## src/rtl/ir_cmd_queue.sv

```systemverilog
// IR remote command queue: edge-detects decoded IR frames, validates and maps
// them to navigation commands, and buffers the commands in a small FIFO.
module ir_cmd_queue #(
  parameter int unsigned FIFO_DEPTH = 4,
  parameter int unsigned HOLDOFF    = 2500000
) (
  input  logic        clock,
  input  logic        resetn,
  input  logic        ir_data_ready,
  input  logic [31:0] ir_data,
  input  logic        cmd_ready,
  output logic        cmd_valid,
  output logic [2:0]  cmd_code,
  output logic [7:0]  cmd_ascii,
  output logic [7:0]  last_ascii,
  output logic        toggle_up,
  output logic        toggle_down,
  output logic        overflow,
  output logic [7:0]  drop_count
);

  localparam int unsigned PW = (FIFO_DEPTH > 1) ? $clog2(FIFO_DEPTH) : 1;
  localparam int unsigned CW = PW + 1;
  localparam int unsigned HW = (HOLDOFF > 1) ? $clog2(HOLDOFF) : 1;

  localparam logic [1:0] S_IDLE   = 2'd0;
  localparam logic [1:0] S_DECODE = 2'd1;
  localparam logic [1:0] S_HOLD   = 2'd2;

  localparam logic [2:0] CODE_UP   = 3'd1;
  localparam logic [2:0] CODE_DOWN = 3'd2;

  logic [1:0]    state, state_nxt;
  logic          prev;
  logic          evt_q;
  logic [31:0]   frame_q;
  logic [HW-1:0] hold_cnt;
  logic [2:0]    mem [FIFO_DEPTH];
  logic [PW-1:0] rd_ptr, wr_ptr;
  logic [CW-1:0] count;

  logic          frame_ok_c;
  logic [2:0]    key_code_c;
  logic [7:0]    key_ascii_c;
  logic          accept_c;
  logic          reject_c;
  logic          full_c;
  logic          pop_c;
  logic          push_c;
  logic          unused_frame_lo;

  // Command code to display character
  function automatic logic [7:0] ascii_of(input logic [2:0] code);
    case (code)
      3'd1:    ascii_of = 8'h32;
      3'd2:    ascii_of = 8'h38;
      3'd3:    ascii_of = 8'h36;
      3'd4:    ascii_of = 8'h34;
      3'd5:    ascii_of = 8'h35;
      default: ascii_of = 8'h00;
    endcase
  endfunction

  // The low half of the frame carries the address and plays no part in decoding
  assign unused_frame_lo = ^frame_q[15:0];

  // Frame validation and key map
  always_comb begin
    key_code_c = 3'd0;
    frame_ok_c = (frame_q[31:24] == ~frame_q[23:16]) && (frame_q[23:20] == 4'h0);
    case (frame_q[19:16])
      4'h2:    key_code_c = 3'd1;
      4'h8:    key_code_c = 3'd2;
      4'h6:    key_code_c = 3'd3;
      4'h4:    key_code_c = 3'd4;
      4'h5:    key_code_c = 3'd5;
      default: key_code_c = 3'd0;
    endcase
    key_ascii_c = ascii_of(key_code_c);
    accept_c    = (state == S_DECODE) && frame_ok_c && (key_code_c != 3'd0);
    reject_c    = (state == S_DECODE) && !(frame_ok_c && (key_code_c != 3'd0));
  end

  // Queue handshake and head outputs
  always_comb begin
    cmd_valid = (count != CW'(0));
    full_c    = (count == CW'(FIFO_DEPTH));
    pop_c     = cmd_valid && cmd_ready;
    push_c    = accept_c && (!full_c || pop_c);
    cmd_code  = cmd_valid ? mem[rd_ptr] : 3'd0;
    cmd_ascii = ascii_of(cmd_code);
  end

  // Next-state logic
  always_comb begin
    state_nxt = state;
    case (state)
      S_IDLE:   if (evt_q) state_nxt = S_DECODE;
      S_DECODE: state_nxt = accept_c ? S_HOLD : S_IDLE;
      S_HOLD:   if (hold_cnt == HW'(0)) state_nxt = S_IDLE;
      default:  state_nxt = S_IDLE;
    endcase
  end

  // State register
  always_ff @(posedge clock) begin
    if (!resetn) state <= S_IDLE;
    else         state <= state_nxt;
  end

  // Edge detect (registered so the FSM acts one edge after sampling), frame capture, holdoff timer
  always_ff @(posedge clock) begin
    if (!resetn) begin
      prev     <= 1'b0;
      evt_q    <= 1'b0;
      frame_q  <= 32'd0;
      hold_cnt <= HW'(0);
    end else begin
      prev  <= ir_data_ready;
      evt_q <= ir_data_ready && !prev && (state == S_IDLE);
      if ((state == S_IDLE) && evt_q) frame_q <= ir_data;
      if (accept_c)
        hold_cnt <= HW'(HOLDOFF - 1);
      else if ((state == S_HOLD) && (hold_cnt != HW'(0)))
        hold_cnt <= hold_cnt - HW'(1);
    end
  end

  // FIFO storage
  always_ff @(posedge clock) begin
    if (push_c) mem[wr_ptr] <= key_code_c;
  end

  // FIFO pointers and occupancy
  always_ff @(posedge clock) begin
    if (!resetn) begin
      rd_ptr <= PW'(0);
      wr_ptr <= PW'(0);
      count  <= CW'(0);
    end else begin
      if (push_c) wr_ptr <= wr_ptr + PW'(1);
      if (pop_c)  rd_ptr <= rd_ptr + PW'(1);
      if (push_c && !pop_c)      count <= count + CW'(1);
      else if (!push_c && pop_c) count <= count - CW'(1);
    end
  end

  // LCD character, key toggles and sticky error status
  always_ff @(posedge clock) begin
    if (!resetn) begin
      last_ascii  <= 8'h00;
      toggle_up   <= 1'b0;
      toggle_down <= 1'b0;
      overflow    <= 1'b0;
      drop_count  <= 8'd0;
    end else begin
      if (accept_c) begin
        last_ascii <= key_ascii_c;
        if (key_code_c == CODE_UP)   toggle_up   <= ~toggle_up;
        if (key_code_c == CODE_DOWN) toggle_down <= ~toggle_down;
        if (!push_c) overflow <= 1'b1;
      end
      if (reject_c && (drop_count != 8'hFF)) drop_count <= drop_count + 8'd1;
    end
  end

endmodule

```

## config.mk

```make
export PLATFORM = sky130hd
export DESIGN_NAME = ir_cmd_queue
export DESIGN_NICKNAME = d
export VERILOG_FILES = /design/src/rtl/ir_cmd_queue.sv
export SDC_FILE = /design/constraint.sdc
export NUM_CORES = 1
export LEC_CHECK = 0
export CORE_UTILIZATION = 57
export CTS_CLUSTER_SIZE = 20
export DETAILED_ROUTE_END_ITERATION = 12
export PLACE_DENSITY_LB_ADDON = 0.12
export SETUP_SLACK_MARGIN = 0.02
export SYNTH_ARGS = -nofsm -noshare
export SYNTH_HDL_FRONTEND = slang
export SYNTH_SLANG_ARGS = --single-unit
```

## constraint.sdc

```tcl
create_clock -name clock -period 7.9 [get_ports clock]
set_input_delay 1.58 -clock clock [delete_from_list [all_inputs] [get_ports clock]]
set_output_delay 1.58 -clock clock [all_outputs]
set_load 0.1 [all_outputs]
```

==> flow_metrics.tcl <==
set metrics [dict create \
    status "finished clean" \
    drc 0 \
    tritoncts "yes" \
    vias_per_cell 5.73 \
    clkSinkCount 79 \
    fill_cells 512 \
    drt_first_iter_violations 120 \
    grt_start_max_net_pins 46 \
    antenna_found_initial 0 \
    syn_avg_cell_area_um2 8.99 \
    insertion_delay_ns 0.35 \
    syn_inst 424 \
    cap_violations 0 \
    core-area_um2 6390 \
    clockBufferDepth 2 \
    grt_setup_unrepaired "false" \
    die_w_um 83.8 \
    die-area_um2 7020 \
    worstPathMaxFanout 17 \
    final_common_cell "dfxtp_1" \
    grt_pass1_vias 3021 \
    ys_warn_count 0 \
    hold_class "reg -> reg" \
    holdBufCountCts 0 \
    fin_tns_setup_ns 0 \
    numCtsBuffers 9 \
    num_rows 29 \
    ys_top_cells_by_area "dfxtp_1 (35%), edfxtp_1 (9.5%), a21oi_1 (6.0%)" \
    max_freq_ghz 0.199 \
    synth_largest_area_cell "dfxtp_1" \
    finalHoldViolations 0 \
    die_y_um 83.8 \
    criticalPathCategory "reg -> reg" \
    power_density_nw_per_um2 301 \
    min_period_ns 5.02 \
    netlist_area_um2 3810 \
    cts_setup_buffers 0 \
    area_delta_synth_final_pct 17.2 \
    worstSetupEndpointType "flop" \
    setup_violations 0 \
    totalWireLength_um 7490 \
    layout.nets 506 \
    ctsRootBufferMaster "clkbuf_8" \
    grt_first_pass_wirelength_um 13200 \
    async_reset_ff_share_pct 0 \
    finish.instance_area_um2 4470 \
    num_vias 3098 \
    ctsHtreeMaxLevel 3 \
    synth_ff_type "dfxtp_1" \
    diodes 0 \
    cts_resized 0 \
    maxSlewHeadroom_pct 17.2 \
    startpoint_type "flop" \
    grtUsageTotal_pct 23.0 \
    synth.top_cell.area_share_pct 35.2 \
    initial_core_util_pct 59.7 \
    drt.antenna.violating_nets 0 \
    gp_routability_congestion 0.808 \
    dp_hpwl_um 5300 \
    numPortBuffers 46 \
    p_leak_nw 1.55 \
    grt-ovfl-total 0 \
    finalClockSkew_ns 0.0127 \
    postPlaceCellArea_um2 4260 \
    report.final.slew_viol_count 0 \
    ys_types 52 \
    yosysSeqAreaShare_pct 44.6 \
    wl_per_cell_um 13.9 \
    synth_edf_count 12 \
    final_cell_mix "dfxtp_1 (67), nand2_1 (55), a21oi_1 (46), clkdlybuf4s50_1 (46), nor2_1 (27)" \
    first_pass_iters 4 \
    pin_count 67 \
    drive_above_1_share_pct 7.11 \
    path_clk_slew_ns 0.08 \
    tightest_slew_ns 1.23 \
    finalCritPeriodShare_pct 63.6 \
    ys_ff_latch 79 \
    arrival_ns 5.31 \
    cp.required_ns 8.18 \
    vdd_ir_drop_max_mv 0.579 \
]
per-stage QoR:
step	hold slack, ns	worst slack, ns	power (mW)	instances	util, %
after detailed placement	0.377	2.89	1.06	525	66.8
after global routing	0.407	2.49	1.40	541	69.9
after floorplan	0.367	0.579	0.950	427	-
after global placement	0.371	3.10	1.05	525	66.8
after CTS	0.389	2.86	1.35	541	69.9
final	0.385	2.88	1.34	541	69.9
final cells by class:
cell class	instances	area, µm²	share of cell area [%]
tap	77	96.3	2.16
timing repair buffer	47	468	10.5
sequential	79	1700	38.1
clock inverter	3	22.5	0.504
inverter	14	52.6	1.18
multi-input combinational	308	1940	43.5
clock buffer	13	180	4.03
path summary, 6_finish.rpt:
| kind | from | slack [ns] | end | cells past startpoint |
|---|---|---|---|---|
| max | frame_q[19]$_SDFFE_PN0P_ | 2.88 | count[2]$_SDFFE_PN0P_ | 14 |
| min | prev$_SDFF_PN0_ | 0.38 | evt_q$_SDFF_PN0_ | 1 |
| max reg2reg | frame_q[19]$_SDFFE_PN0P_ | 2.88 | count[2]$_SDFFE_PN0P_ | 14 |
| min reg2reg | prev$_SDFF_PN0_ | 0.38 | evt_q$_SDFF_PN0_ | 1 |
synth_stat cells, types with 2 or more instances:
cell type   n
dfxtp_1    67
nand2_1    55
a21oi_1    46
nor2_1     27
clkbuf_1   17
nand3_1    16
nor3_1     16
xor2_1     16
inv_1      13
edfxtp_1   12
o21ai_0    11
ha_1       10
or3_1       9
and3_1      8
or4_1       8
xnor2_1     8
nand4_1     7
buf_4       6
nor4_1      6
o31ai_1     6
a31oi_1     5
mux2i_1     5
a211oi_1    4
and2_1      4
nor3b_1     4
buf_2       3
mux4_2      3
nor2b_1     3
nand2b_1    2
nand3b_1    2
nor4b_2     2
or3b_2      2
or4b_2      2
routing by layer:
layer,vias to the layer above,wire [µm],track usage [%]
li1,1577,-,-
met1,1444,3410,28.7
met2,69,3650,38.3
met3,8,331,5.93
met4,0,99,8.63
met5,-,0,0
power by group:
group | leakage [nW] | internal, mW | switching [mW]
sequential | 0.641 | 0.425 | 0.0213
clock | 0.101 | 0.152 | 0.147
combinational | 0.809 | 0.141 | 0.458
cell families after synthesis:
family	synth area share, %
compound gates	12.4
buf+inv	4.63
other cells	0.0984
fa+ha+maj	3.81
mux	3.38
flops	44.6
simple gates	25.5
xor+xnor	5.52
worst max-delay path, cell delays in order (launching register included):
cell and delay, ns:
dfxtp_1 0.56, or3b_2 0.48, a21oi_1 0.38, inv_1 0.13, ha_1 0.25, nor4b_2 0.57, o311ai_1 0.24, or4_1 0.88
nor2_1 0.19, ha_1 0.21, inv_1 0.06, fa_1 0.38, xor2_1 0.18, or3_1 0.31, a21oi_1 0.14
registers in the layout, indices dropped and copies added, names as in the netlist, 2 cells and up, named ones only:
register    cells
count           3
drop_count      8
frame_q        16
hold_cnt       22
last_ascii      5
mem            12
rd_ptr          2
state           2
wr_ptr          2
No activity file was read; power rests on OpenSTA's default activity.
